`src/rtl/secret_stim_pkg.sv`:
```
// Shared types and helpers for the accumulator stimulus/checker stage.
// Holds the FSM encoding, the LFSR polynomial and the saturating error add.
package secret_stim_pkg;

    typedef enum logic [2:0] {
        IDLE,
        SYNC,
        RUN,
        DRAIN,
        DONE
    } state_t;

    localparam logic [31:0] LFSR_POLY = 32'h80200003;

    // Galois form, shift right: the bit shifted out folds the taps back in.
    function automatic logic [31:0] lfsr_next(input logic [31:0] v);
        lfsr_next = (v >> 1) ^ (v[0] ? LFSR_POLY : 32'h0);
    endfunction

    function automatic logic [15:0] sat_add16(input logic [15:0] a, input logic [1:0] inc);
        logic [16:0] sum;
        sum = {1'b0, a} + {15'h0, inc};
        sat_add16 = sum[16] ? 16'hFFFF : sum[15:0];
    endfunction

endpackage

```
`src/rtl/secret_lfsr32.sv`:
```
// 32-bit Galois LFSR register; a zero seed is replaced with 1 so it never locks up.
// Advances only when asked, otherwise holds so consecutive passes continue the sequence.
module secret_lfsr32 import secret_stim_pkg::*; (
    input  logic        clk,
    input  logic        rst,
    input  logic [31:0] seed,
    input  logic        advance,
    output logic [31:0] value
);

    logic [31:0] value_q;
    logic [31:0] value_d;
    logic [31:0] seed_eff;

    assign seed_eff = (seed == 32'h0) ? 32'h1 : seed;

    always_comb begin
        value_d = value_q;
        if (advance) begin
            value_d = lfsr_next(value_q);
        end
    end

    always_ff @(posedge clk) begin
        if (rst) begin
            value_q <= seed_eff;
        end else begin
            value_q <= value_d;
        end
    end

    assign value = value_q;

endmodule

```
`src/rtl/secret_stim_gen.sv`:
```
// Stimulus generator and shadow-model checker for the downstream accumulator.
// Optional wide passthrough stimulus/check is enabled by defining SECRET_STIM_WIDE_EN.
module secret_stim_gen import secret_stim_pkg::*; #(
    parameter logic [15:0] NUM_CYCLES = 16'd64,
    parameter logic [31:0] SEED       = 32'h1
) (
    input  logic         clk,
    input  logic         rst,
    input  logic         start,
    output logic         busy,
    output logic         done,
    output logic [15:0]  err_count,
    output logic [31:0]  accum_in,
    output logic         accum_bypass,
    output logic [128:0] s129_in,
    input  logic [31:0]  accum_out,
    input  logic [31:0]  accum_bypass_out,
    input  logic [128:0] s129_out
);

    state_t      state_q, state_d;
    logic [15:0] cnt_q, cnt_d;
    logic [31:0] exp_q, exp_d;
    logic [15:0] err_q, err_d;
    logic [31:0] lfsr;
    logic        lfsr_adv;
    logic [1:0]  miss;

    secret_lfsr32 u_lfsr (
        .clk     (clk),
        .rst     (rst),
        .seed    (SEED),
        .advance (lfsr_adv),
        .value   (lfsr)
    );

`ifdef SECRET_STIM_WIDE_EN
    logic [128:0] wide_stim;
    assign wide_stim = {lfsr[0], lfsr, ~lfsr, lfsr ^ {16'h0, cnt_q}, {16'h0, cnt_q}};
`else
    logic unused_s129;
    assign unused_s129 = ^s129_out;
`endif

    always_comb begin
        state_d      = state_q;
        cnt_d        = cnt_q;
        exp_d        = exp_q;
        err_d        = err_q;
        miss         = 2'd0;
        lfsr_adv     = 1'b0;
        busy         = 1'b0;
        done         = 1'b0;
        accum_in     = 32'h0;
        accum_bypass = 1'b0;
        s129_in      = '0;
        case (state_q)
            IDLE: begin
                if (start) state_d = SYNC;
            end
            // The accumulator has no reset, so the model adopts whatever it holds.
            SYNC: begin
                busy    = 1'b1;
                exp_d   = accum_out;
                cnt_d   = 16'h0;
                err_d   = 16'h0;
                state_d = RUN;
            end
            RUN: begin
                busy         = 1'b1;
                accum_in     = lfsr;
                accum_bypass = cnt_q[2];
                lfsr_adv     = 1'b1;
                exp_d        = exp_q + lfsr;
                cnt_d        = cnt_q + 16'd1;
                miss         = {1'b0, accum_out != exp_q}
                             + {1'b0, accum_bypass_out != (cnt_q[2] ? lfsr : exp_q)};
`ifdef SECRET_STIM_WIDE_EN
                s129_in      = wide_stim;
                miss         = miss + {1'b0, s129_out != wide_stim};
`endif
                err_d        = sat_add16(err_q, miss);
                if (cnt_q == NUM_CYCLES - 16'd1) state_d = DRAIN;
            end
            DRAIN: begin
                busy    = 1'b1;
                miss    = {1'b0, accum_out != exp_q};
                err_d   = sat_add16(err_q, miss);
                state_d = DONE;
            end
            DONE: begin
                done = 1'b1;
                if (start) state_d = SYNC;
            end
            default: state_d = IDLE;
        endcase
    end

    always_ff @(posedge clk) begin
        if (rst) begin
            state_q <= IDLE;
            cnt_q   <= 16'h0;
            exp_q   <= 32'h0;
            err_q   <= 16'h0;
        end else begin
            state_q <= state_d;
            cnt_q   <= cnt_d;
            exp_q   <= exp_d;
            err_q   <= err_d;
        end
    end

    assign err_count = err_q;

endmodule

```
`config.mk`:
```
export PLATFORM = sky130hd
export DESIGN_NAME = secret_stim_gen
export DESIGN_NICKNAME = d
export VERILOG_FILES = /design/src/rtl/secret_stim_pkg.sv /design/src/rtl/secret_lfsr32.sv /design/src/rtl/secret_stim_gen.sv
export SDC_FILE = /design/constraint.sdc
export NUM_CORES = 1
export LEC_CHECK = 0
export CAP_MARGIN = 25
export CELL_PAD_IN_SITES_DETAIL_PLACEMENT = 0
export CELL_PAD_IN_SITES_GLOBAL_PLACEMENT = 2
export CORE_ASPECT_RATIO = 2
export CORE_MARGIN = 4
export CORE_UTILIZATION = 25
export DETAILED_ROUTE_END_ITERATION = 8
export GPL_TIMING_DRIVEN = 0
export PLACE_DENSITY_LB_ADDON = 0.25
export SLEW_MARGIN = 15
export SYNTH_ARGS = -nofsm -noshare
export SYNTH_HDL_FRONTEND = slang
export SYNTH_SLANG_ARGS = --single-unit
```
`constraint.sdc`:
```
create_clock -name clk -period 8.4 [get_ports clk]
set_clock_uncertainty 0.05 [all_clocks]
set_input_delay 1.26 -clock clk [delete_from_list [all_inputs] [get_ports clk]]
set_output_delay 1.26 -clock clk [all_outputs]
set_load 0.01 [all_outputs]
```
---- Yosys cells after proc, flatten, opt, wreduce, memory -nomap -nowiden ----
Index checks and enable logic that the tools add are counted.
cells by class
  reductions and logical operators ........ 6
  bitwise operators ....................... 1
  equal/unequal tests ..................... 9
  add/sub/neg operators ................... 5
  mux-type cells .......................... 15
operator list
  operator               number
  $mux 32                3
  $ne 32x32->1           2
  $pmux 32 s2            1
  $pmux 16 s3            1
  $add 32x32->32         1
  $mux 16                2
  $pmux 16 s2            1
  $xor 31x32->32         1
  $add 16x1->17          1
  $add 16x2->17          1
  $add 16x1->16 const B  1
  $eq 16x6->1 const B    1
  $pmux 3 s4             1
  $eq 3x2->1 const B     2
  $mux 3                 2
  $mux 1                 4
  $eq 3x1->1 const B     1
  $eq 3x3->1 const B     1
  $logic_not 3->1        1
  $reduce_bool 3->1      1
  $reduce_or 3->1        1
  $add 1x1->2            1
  $ne 2x1->1 const B     1
  $ne 2x2->1 const B     1
  3 further kinds        3
word-level totals
  register bits after elaboration ......... 99
  input port bits ......................... 196
  word-level logic and storage cells ...... 41

---- Longest topological paths before layout ----
  word-level depth ........................ 6
  depth in mapped cells ................... 18
  depth with buffers taken out ............ 15

---- Hierarchy ----
From an unflattened synthesis, not the netlist that was laid out.
second synthesis, totals
  cells, all modules ...................... 1,076
  area total of the unflattened synthesis .. 9,014.9 sq um
modules (own cells, without submodules)
  module           cells an instance  seq. area each (sq um)  times used  area an instance (sq um)
  secret_stim_gen  990                1,341.3                 1           7,529.7
  secret_lfsr32    86                 960.9                   1           1,485.2

---- Least setup slack after synthesis ----
Ideal clock, no wire load.
  path kind ............................... input -> register
  from .................................... input port accum_out[25]
  to ...................................... register err_q[0] (netlist: err_count[0])
  arrival ................................. 3,557 ps
  slack ................................... 4,708 ps
  stages on the path ...................... 16
  cell sequence ........................... xnor2_1 nand4_1 nor4_1 nand4_1 inv_1 fa_1 inv_1 ha_1 nand3_1 nor3_1 and2b_1 buf_2 nor4b_1 a21oi_1 nor2_1 a211oi_1
on the way
  longest elaborated chain between the ends .. 5
  elaborated cells between the ends (all ways) .. 7
ends and longest elaborated chain
  item                  RTL line                                      text
  from (decl)           secret_stim_gen.sv:16                         input logic [31:0] accum_out,
  $ne 32x32->1 *        secret_stim_gen.sv:76, secret_stim_gen.sv:87
  $add 1x1->2           secret_stim_gen.sv:77                         + {1'b0, accum_bypass_out != (cnt_q[2] ? lfsr : exp_q)};
  $add 16x2->17         secret_stim_pkg.sv:22                         sum = {1'b0, a} + {15'h0, inc};
  $mux 16               secret_stim_pkg.sv:23                         sat_add16 = sum[16] ? 16'hFFFF : sum[15:0];
  $pmux 16 s3 *         secret_stim_gen.sv:57                         case (state_q)
  to (signal assigned)  secret_stim_gen.sv:109                        err_q <= err_d;
  to (decl)             secret_stim_gen.sv:24                         logic [15:0] err_q, err_d;
Every way passes the cells marked *; elsewhere a longest branch is shown, timed or not.
A chain may end at the register's enable or synchronous reset.

---- Worst setup path after layout ----
  from .................................... register cnt_q[2]
  to ...................................... register err_q[0] (netlist: err_count[0])
on the way
  longest elaborated chain between the ends .. 6
ends and longest elaborated chain
  item                    RTL line                text
  from (decl)             secret_stim_gen.sv:22   logic [15:0] cnt_q, cnt_d;
  from (signal assigned)  secret_stim_gen.sv:107  cnt_q <= cnt_d;
  $mux 32                 secret_stim_gen.sv:77
  $ne 32x32->1            secret_stim_gen.sv:77
  $add 1x1->2             secret_stim_gen.sv:77
  $add 16x2->17           secret_stim_pkg.sv:22
  $mux 16                 secret_stim_pkg.sv:23
  $pmux 16 s3             secret_stim_gen.sv:57
Every way passes these cells.

==> flow_metrics.env <==
export IMPL_wl_per_cell_um=20.66
export IMPL_core_area_mm2=0.03364
export IMPL_hold_class="flip-flop to flip-flop"
export IMPL_setup_tns_ps=0
export IMPL_p_per_area_mw_per_mm2=133.8
export IMPL_gp_congestion=0.9325
export IMPL_path_class="flip-flop to flip-flop"
export IMPL_fmax_ghz=0.1690
export IMPL_boundaryPins=376
export IMPL_maxCapViolations=0
export IMPL_critical_path_slowest_cell="buf_1"
export IMPL_tightest_slew_ps=955.2
export IMPL_syn_cell_area_mm2=0.008544
export IMPL_layout_nets=1614
export IMPL_relSlewSlack_pct=35.73
export IMPL_ys_flop_type="dfxtp_1"
export IMPL_top_layer="met4"
export IMPL_fin_util_pct=32.76
export IMPL_synth_top_area_share_pct=23.20
export IMPL_grt_total_usage_pct=19.59
export IMPL_via_per_inst=4.715
export IMPL_clock_sinks=99
export IMPL_cts_buffers=9
export IMPL_yosys_register_bits=99
export IMPL_route_detailed_drc=0
export IMPL_post_cts_resized=0
export IMPL_grt_pass1_wl_mm=55.03
export IMPL_vdd_drop_max_mv=0.1037
export IMPL_synth_cell_types=70
export IMPL_hold_buffers=0
export IMPL_wl_met1_mm=12.88
export IMPL_grt_max_degree=18
export IMPL_outcome="finished clean"
export IMPL_start_util_pct=25.40
export IMPL_grt_pass1_vias=8869
export IMPL_pre_cts_ws_ps=2471
export IMPL_fin_crit_sh_pct=70.43
export IMPL_fp_dieH_um=269.5
export IMPL_crit_required_ps=8580
export IMPL_area_delta_synth_final_pct=28.96
export IMPL_crit_path_max_fanout=10
export IMPL_overflow=0
export IMPL_yosysTopAreaCell="dfxtp_1"
export IMPL_die_x_um=138.7
export IMPL_cts_buffer_depth=2
export IMPL_drtIter0Drc=428
export IMPL_yosysSeqAreaShare_pct=23.20
export IMPL_synthArstFlopShare_pct=0
export IMPL_antenna_found_initial=0
export IMPL_cp_arrival_ps=6100
export IMPL_ys_warn_count=0
export IMPL_rsz0062_at_grt="no"
export IMPL_post_route_min_period_ps=5916
export IMPL_dp_hpwl_mm=30.90
export IMPL_vias=8586
export IMPL_insertion_delay_ps=390
export IMPL_fillerInstances=3646
export IMPL_maxSlewViolCount=0
export IMPL_synth_edf_count=0
export IMPL_wl_met2_mm=20.29
export IMPL_final_hold_viol_count=0
export IMPL_drtPass1Iterations=5
export IMPL_synthCells=1124
export IMPL_drt_wl_total_mm=37.63
export IMPL_drive_gt1_share_pct=13.00
export IMPL_path_cells="clkbuf_1, buf_1, mux2i_1, xnor2_1, nor4_1, nand4_1, nor2_1, fa_1, inv_1, ha_1, nand3_1, nor3_1, and2b_1, buf_2, nor4b_1, a21oi_1, nor2_1, a211oi_1"
export IMPL_clk_pin_slew_ps=80
export IMPL_ff_latch_area_mm2=0.001982
export IMPL_placementRows=95
export IMPL_layout_cells_non_filler=1821
export IMPL_syn_area_per_cell_um2=7.602
export IMPL_synthTopCellsByArea="dfxtp_1 (23%), buf_4 (11%), xnor2_1 (7.8%), ha_1 (5.3%), nand2_1 (5.3%)"
export IMPL_cpMostUsedCell="nor2_1"
export IMPL_cpPeakStageDelay_ps=770
export IMPL_p_leak_nw=4.653
export IMPL_wl_met3_mm=1.893
export IMPL_layout_setup_ws_ps=2484
export IMPL_cts_max_level=3
export IMPL_cts_tree="built"
export IMPL_io_buffers=116
export IMPL_end_kind="flip-flop"
export IMPL_postCtsSetupBuffers=0
export IMPL_dieArea_mm2=0.03738
export IMPL_hold_slack_ps=443.8
export IMPL_multiInputGateArea_mm2=0.005683
export IMPL_cts_root_buf="clkbuf_16"
export IMPL_ant_nets=0
export IMPL_cp_start_kind="flip-flop"
export IMPL_antenna_cells=0
export IMPL_setup_viol=0
export IMPL_dp_cells=1805
## worst paths after layout
kind,start,to,slack (ps),cells after the start
worst max-delay path,cnt_q[2],err_count[0],2480,18
worst min-delay path,u_lfsr.value[10],u_lfsr.value[10],440,2
worst max register to register,cnt_q[2],err_count[0],2480,18
worst min register to register,u_lfsr.value[10],u_lfsr.value[10],440,2
## stage by stage
stage	area (um^2)	total power, mW
after floorplan	9025	0.8562
after global routing	11020	1.545
after CTS	11020	1.486
final	11020	1.475
after global placement	10730	1.048
after detailed placement	10740	1.051
## cells in the mapped netlist, drive strengths merged, types with 3 or more instances
| master | count |
|---|---|
| buf | 143 |
| nand2 | 121 |
| dfxtp | 99 |
| nor2 | 91 |
| a21oi | 81 |
| xnor2 | 76 |
| o21ai | 46 |
| clkbuf | 45 |
| inv | 42 |
| xor2 | 40 |
| ha | 36 |
| mux2i | 32 |
| nand3 | 31 |
| nor3 | 28 |
| a211oi | 25 |
| a311oi | 22 |
| nand4 | 19 |
| nor4 | 18 |
| a21o | 16 |
| and3 | 11 |
| or3 | 10 |
| nand2b | 9 |
| a31oi | 7 |
| o211ai | 7 |
| o21a | 7 |
| and2 | 6 |
| o22ai | 6 |
| nor2b | 5 |
| o21bai | 5 |
| a22oi | 4 |
| or2 | 4 |
| a41oi | 3 |
| and2b | 3 |
## routing by layer
| metal | track usage, % | vias to the layer above |
|---|---|---|
| met2 | 38.26 | 343 |
| li1 | - | 4176 |
| met4 | 12.37 | 0 |
| met1 | 18.30 | 3988 |
| met5 | 0 | - |
| met3 | 3.582 | 79 |
## worst max-delay path: cells and delay by family (launching register included)
family | cells | cell delay (ps)
xor+xnor | 1 | 190
flops | 1 | 330
buf+inv | 4 | 1770
fa+ha+maj | 2 | 450
compound gates | 2 | 140
simple gates | 8 | 2360
mux | 1 | 460
## sequential cells by signal, indices dropped and copies added, names as in the netlist
signal        cells
err_count        16
cnt_q            16
exp_q            32
state_q           3
u_lfsr.value     32
## where the power goes
part           internal, mW  switching [mW]  leakage, nW
Clock                 0.205           0.225        0.134
Combinational         0.200           0.301         3.71
Sequential            0.500          0.0437        0.805
Total                 0.905           0.570         4.65
## final cells by class
cell class / instances / area share (%)
clock inverter: 6 / 0.4315
inverter: 42 / 1.431
tap: 436 / 4.951
clock buffer: 10 / 2.078
multi-input combinational: 923 / 51.57
buffer: 188 / 10.91
timing repair buffer: 117 / 10.64
sequential: 99 / 17.99
## cell usage in the layout, fill, tap and decap left out, types with 22 or more instances in the layout
master and count:
nor2_1 91, mux2i_1 32, nor3_1 25, clkbuf_1 46, o21ai_1 24, ha_1 36
dfxtp_1 99, nand3_1 31, clkdlybuf4s50_1 116, nand2_1 120, inv_1 40, xnor2_1 76
a211oi_1 22, a21oi_1 79, conb_1 129, a311oi_1 22, buf_4 129, xor2_1 40
## cells by family (layout without fill, tap and decap cells)
logic type,count (synthesis),in the layout,share of synthesized area (%)
simple gates,360,360,19.89
compound gates,248,248,19.58
buf+inv,230,363,15.92
xor+xnor,116,116,11.89
flops,99,99,23.20
fa+ha+maj,38,38,5.740
mux,32,32,3.749
other cells,1,129,0.04389
No activity file was read; power rests on OpenSTA's default activity.
